[config.mk]
export PLATFORM = sky130hd
export DESIGN_NAME = irq_pending_ctrl_flat
export DESIGN_NICKNAME = d
export VERILOG_FILES = /design/src/rtl/irq_pkg.sv /design/src/rtl/irq_pending_ctrl_if.sv /design/src/rtl/priority_encoder_4to2.sv /design/src/rtl/irq_pending_ctrl.sv /design/src/flat_wrapper.sv
export SDC_FILE = /design/constraint.sdc
export NUM_CORES = 1
export LEC_CHECK = 0
export ABC_CLOCK_PERIOD_IN_PS = 900
export BUFFER_PORTS_ARGS = -buffer_cell sky130_fd_sc_hd__buf_4
export CAP_MARGIN = 20
export CORE_UTILIZATION = 35
export CTS_CLUSTER_SIZE = 8
export DETAILED_ROUTE_END_ITERATION = 12
export GPL_TIMING_DRIVEN = 0
export HOLD_SLACK_MARGIN = 0.15
export PLACE_DENSITY_LB_ADDON = 0.3
export SYNTH_ARGS = -nofsm -noshare
export SYNTH_HDL_FRONTEND = slang
export SYNTH_SLANG_ARGS = --single-unit
export TNS_END_PERCENT = 1
[constraint.sdc]
create_clock -name clk -period 0.9 [get_ports clk]
set_input_delay 0.09 -clock clk [delete_from_list [all_inputs] [get_ports clk]]
set_output_delay 0.09 -clock clk [all_outputs]
set_load 0.02 [all_outputs]
[src/rtl/irq_pkg.sv]
// Shared widths and FSM state type for the interrupt pending controller.
package irq_pkg;
   localparam int NUM_IRQ = 4;
   localparam int ID_W    = 2;

   typedef enum logic {
      IDLE    = 1'b0,
      PRESENT = 1'b1
   } state_t;
endpackage

[src/rtl/irq_pending_ctrl_if.sv]
// Presentation handshake between the controller (master) and its consumer.
interface irq_pending_ctrl_if;
   import irq_pkg::*;

   logic            irq_valid;
   logic [ID_W-1:0] irq_id;
   logic            irq_ready;

   modport master (output irq_valid, output irq_id, input irq_ready);
   modport slave  (input irq_valid, input irq_id, output irq_ready);
endinterface

[src/rtl/priority_encoder_4to2.sv]
// Strict-priority encoder: highest set input index wins.
module priority_encoder_4to2 (
   input  logic [3:0] in,
   output logic [1:0] out,
   output logic       valid
);
   // Pick the highest asserted line; out is 0 when nothing is set.
   always_comb begin
      valid = |in;
      out   = 2'd0;
      if (in[3])      out = 2'd3;
      else if (in[2]) out = 2'd2;
      else if (in[1]) out = 2'd1;
      else            out = 2'd0;
   end
endmodule

[src/rtl/irq_pending_ctrl.sv]
// Latches rising edges of level IRQ lines, presents the highest-priority
// unmasked pending line over a valid/ready handshake, and flags lost edges.
module irq_pending_ctrl
   import irq_pkg::*;
(
   input  logic               clk,
   input  logic               rst_n,
   input  logic [NUM_IRQ-1:0] irq_in,
   input  logic [NUM_IRQ-1:0] mask,
   input  logic               ovf_clr,
   output logic [NUM_IRQ-1:0] pending,
   output logic [NUM_IRQ-1:0] overflow,
   irq_pending_ctrl_if.master irq_bus
);
   state_t             state, state_nxt;
   logic               valid_q, valid_nxt;
   logic [ID_W-1:0]    id_q, id_nxt;
   logic [NUM_IRQ-1:0] irq_prev;
   logic [NUM_IRQ-1:0] rise, clr, elig;
   logic [ID_W-1:0]    enc_id;
   logic               enc_valid;
   logic               hs;

   assign rise = irq_in & ~irq_prev;
   assign hs   = valid_q & irq_bus.irq_ready;
   assign elig = pending & mask;

   assign irq_bus.irq_valid = valid_q;
   assign irq_bus.irq_id    = id_q;

   // One-hot clear of the line being accepted this cycle.
   always_comb begin
      clr = '0;
      if (hs) clr[id_q] = 1'b1;
   end

   priority_encoder_4to2 u_enc (
      .in    (elig),
      .out   (enc_id),
      .valid (enc_valid)
   );

   // Edge history, pending latch and sticky overflow. A rise that coincides
   // with the clear of the same line re-arms it rather than overflowing.
   always_ff @(posedge clk or negedge rst_n) begin
      if (!rst_n) begin
         irq_prev <= '0;
         pending  <= '0;
         overflow <= '0;
      end else begin
         irq_prev <= irq_in;
         pending  <= (pending & ~clr) | rise;
         overflow <= (overflow & {NUM_IRQ{~ovf_clr}}) | (rise & pending & ~clr);
      end
   end

   // Presentation FSM state and registered handshake outputs.
   always_ff @(posedge clk or negedge rst_n) begin
      if (!rst_n) begin
         state   <= IDLE;
         valid_q <= 1'b0;
         id_q    <= '0;
      end else begin
         state   <= state_nxt;
         valid_q <= valid_nxt;
         id_q    <= id_nxt;
      end
   end

   // Next-state: IDLE loads the encoded id when something is eligible;
   // PRESENT freezes id/valid until the consumer accepts.
   always_comb begin
      state_nxt = state;
      valid_nxt = valid_q;
      id_nxt    = id_q;
      case (state)
         IDLE: begin
            valid_nxt = 1'b0;
            if (enc_valid) begin
               state_nxt = PRESENT;
               valid_nxt = 1'b1;
               id_nxt    = enc_id;
            end
         end
         PRESENT: begin
            if (irq_bus.irq_ready) begin
               state_nxt = IDLE;
               valid_nxt = 1'b0;
            end
         end
         default: begin
            state_nxt = IDLE;
            valid_nxt = 1'b0;
         end
      endcase
   end
endmodule

[src/flat_wrapper.sv]
// flat-port wrapper written by rule: the top's interface ports become plain ports
module irq_pending_ctrl_flat import irq_pkg::*;
  (clk, rst_n, irq_in, mask, ovf_clr, pending, overflow, irq_bus_irq_valid, irq_bus_irq_id, irq_bus_irq_ready);
  irq_pending_ctrl_if irq_bus_i ();
  input  logic clk;
  input  logic rst_n;
  input  logic [NUM_IRQ-1:0] irq_in;
  input  logic [NUM_IRQ-1:0] mask;
  input  logic ovf_clr;
  output logic [NUM_IRQ-1:0] pending;
  output logic [NUM_IRQ-1:0] overflow;
  output wire logic [$bits(irq_bus_i.irq_valid)-1:0] irq_bus_irq_valid;
  output wire logic [$bits(irq_bus_i.irq_id)-1:0] irq_bus_irq_id;
  input wire logic [$bits(irq_bus_i.irq_ready)-1:0] irq_bus_irq_ready;
  assign irq_bus_irq_valid = irq_bus_i.irq_valid;
  assign irq_bus_irq_id = irq_bus_i.irq_id;
  assign irq_bus_i.irq_ready = irq_bus_irq_ready;
  irq_pending_ctrl u_core (.clk(clk), .rst_n(rst_n), .irq_in(irq_in), .mask(mask), .ovf_clr(ovf_clr), .pending(pending), .overflow(overflow), .irq_bus(irq_bus_i));
endmodule
==> impl_results.md <==
* Routability cong. at ~0.7
* Post-DP HPWL at 872 µm
* Die ar. at between 1500 and 2000 µm²
* Fin crit period at 1.00 ns
* Synth warnings at 0
* Final Setup Violations at 21
* Final Hold Viols at 0
* Async SR Flop Fraction at 1.00
* Largest net degree at the start of global routing at 17
* Drt total wl at 1340 µm
* Setup Skew at 0.00412 ns
* CP arrival at 1.18 ns
* RSZ-0062 raised after global routing: true
* Pwr dens at 3050 nW/µm²
* Crit path capture type: register
* Post-place instance area at ~830 µm²
* Initial antenna violation count at 0
* MaxCap Viol Count at 0
* Remaining antenna violation count at 0
* Tightest Pin Transition at 0.224 ns
* Core Rows at 14
* Nets@finish at 103
* Worst-skew pair later-pin latency at 0.29 ns
* Post-synth EDFFs at 0
* Crit path max fanout at 6
* Final Slew Violations at 0
* Max VDD drop at roughly 1.5 mV
* Post-route cell area at roughly 1000 µm²
* Vias at 520
* Overall routing resource usage at 0.160
* Die Y at 44.3 µm
* Top-count cell post-synth: dfrtp_1
* Syn_area_per_cell at 11.6 µm²
* Post-DR vias/cell at 4.56
* Total CTS buffers at 3
* Wire per inst at 11.8 µm
* Crit share post-route at 1.11
* Fraction of layout cells with a size suffix above 1 at 0.511
* CTS tree: done
* Port bufs at 22
* Crit-path cells: o2bb2ai_1, a221o_1
* Leak Pwr at 0.469 nW
* Area leader, netlist: dfrtp_1
* Min-Delay Path Class: in -> reg
* Drt pass-1 iters at 4
* Grt ovf at 0
* Area grow syn2layout at 62.3%
* DRC viols at 0
* First-pass GRT wire length at about 2200 µm
* Clock transition at the registers of the reported paths at 0.10 ns
* Seq/Total Area, Yosys at 0.639
* Final setup margin at -0.102 ns
* Worst EP required at around 1.1 ns
* Synthesized instance count at 54
* Core ar. at between 1500 and 2000 µm²
* Crit start category: register
* Longest Clk Path Bufs at 2
* Primary FF master, synth: dfrtp_1
* Syn Nets at 66
* CTS root buf: clkbuf_4
* Slew headroom at 0.850
* Initial DRC count at 3
* H-tree Lvls at 1
* Status: finished with violations
* Post-Syn Area at 627 µm²
* Setup CP Type: reg -> reg
* Horiz. Die Dim at 44.3 µm
* Synth area leaders: dfrtp_1 (64%), nand2_1 (4.2%), nand2b_1 (4.0%)
* Yosys reg bits at 16
* Top-Level Pins at 23
* CP peak stage delay at 0.47 ns
* CP max-delay cell: dfrtp_2
* Number of global-route vias before repair at about 550
* Top-area cell type share of the netlist area at 0.639
* Fmax at 998 MHz
* Failing checks: setup timing
* Initial Utilization at 0.393
* # diodes at 0
* Synth unique cells at 18
* Synth top cells by count: dfrtp_1 (16), nand2_1 (7), inv_1 (6), nand2b_1 (4), o22ai_1 (4)
* Sink Count at 16
* Fillcell total at 137
* Total power draw at ~3.1 mW
[report_power, final]
group	internal, mW	switching [mW]	total [mW]
Clock	0.246	0.237	0.483
Sequential	0.968	0.259	1.23
Combinational	0.730	0.665	1.40
[layout by cell type (no fill, tap or decap), types with 2 or more instances in the layout]
| cell | n |
|---|---|
| clkbuf_4 | 3 |
| dlygate4sd3_1 | 8 |
| nand2_1 | 4 |
| dfrtp_1 | 10 |
| buf_6 | 10 |
| buf_4 | 15 |
| inv_1 | 5 |
| a21o_1 | 3 |
| nand2_2 | 5 |
| o22ai_1 | 4 |
| dfrtp_2 | 6 |
| nand2b_1 | 4 |
| o31ai_2 | 2 |
[final timing paths]
kind / slack [ns] / to / start / depth (start not counted)
setup reg to reg: -0.10 / u_core.irq_bus.irq_id[0] / u_core.irq_bus.irq_id[0] / 2
hold reg to reg: 0.51 / u_core.pending[1] / u_core.irq_prev[1] / 2
hold / removal: 0.15 / u_core.pending[0] / irq_bus_irq_ready / 4
setup / recovery: -0.10 / u_core.irq_bus.irq_id[0] / u_core.irq_bus.irq_id[0] / 2
max in group asynchronous: 0.52 / u_core.irq_bus.irq_valid / rst_n / 2
min in group asynchronous: 0.19 / u_core.pending[3] / rst_n / 2
[metrics by stage]
| step | instances | utilization | hold WS, ns | TNS (ns) | setup slack [ns] |
|---|---|---|---|---|---|
| finish | 114 | 0.638 | 0.147 | -1.10 | -0.102 |
| global route | 114 | 0.638 | 0.159 | -1.97 | -0.136 |
| CTS | 114 | 0.630 | 0.138 | -1.13 | -0.0956 |
| detailed placement | 100 | 0.524 | -0.0388 | -0.718 | -0.0926 |
| global placement | 100 | 0.524 | -0.0418 | -0.626 | -0.0957 |
| floorplan | 54 | - | -0.206 | -0.653 | -0.123 |
[layout make-up]
cell class                      instances  area [µm²]  area share
Multi-Input combinational cell         31         215       0.212
Sequential cell                        16         408       0.401
Tap cell                               24        30.0      0.0295
Buffer                                  1        11.3      0.0111
Inverter                                6        22.5      0.0221
Clock buffer                            4        36.3      0.0357
Timing Repair Buffer                   32         294       0.289
[state kept, by name, summed over array words and instances (netlist names)]
register	cells
u_core.irq_bus.irq_valid	1
u_core.overflow	4
u_core.irq_prev	4
u_core.irq_bus.irq_id	2
u_core.state	1
u_core.pending	4
[repair_timing]
action                                  in CTS  in global routing
pin swaps                                    3                  1
endpoints found under the hold margin       29                  0
cloned                                       0                  0
resized for setup                           13                  5
buffers inserted                             2                  0
endpoints found under the setup margin      23                 23
hold buffers                                 8                  0
[per-layer routing]
layer	track usage	vias to the layer above	wire (µm)
met5	0	-	0
met4	0.115	0	28
met3	0.0245	4	56
met2	0.271	16	650
met1	0.183	242	605
li1	-	258	-
[worst max-delay path: cells and delay by family, from the launching register on]
| kind | cells | cell delay, ns |
|---|---|---|
| compound gates | 2 | 0.43 |
| flops | 1 | 0.47 |
[kinds of logic after synthesis]
logic type	after synthesis	synth area share
flip-flops	16	0.639
buffers and inverters	7	0.0439
AND/OR/NAND/NOR	15	0.116
AO/OA/AOI/OAI	16	0.202
(Power assumes the default switching activity.)
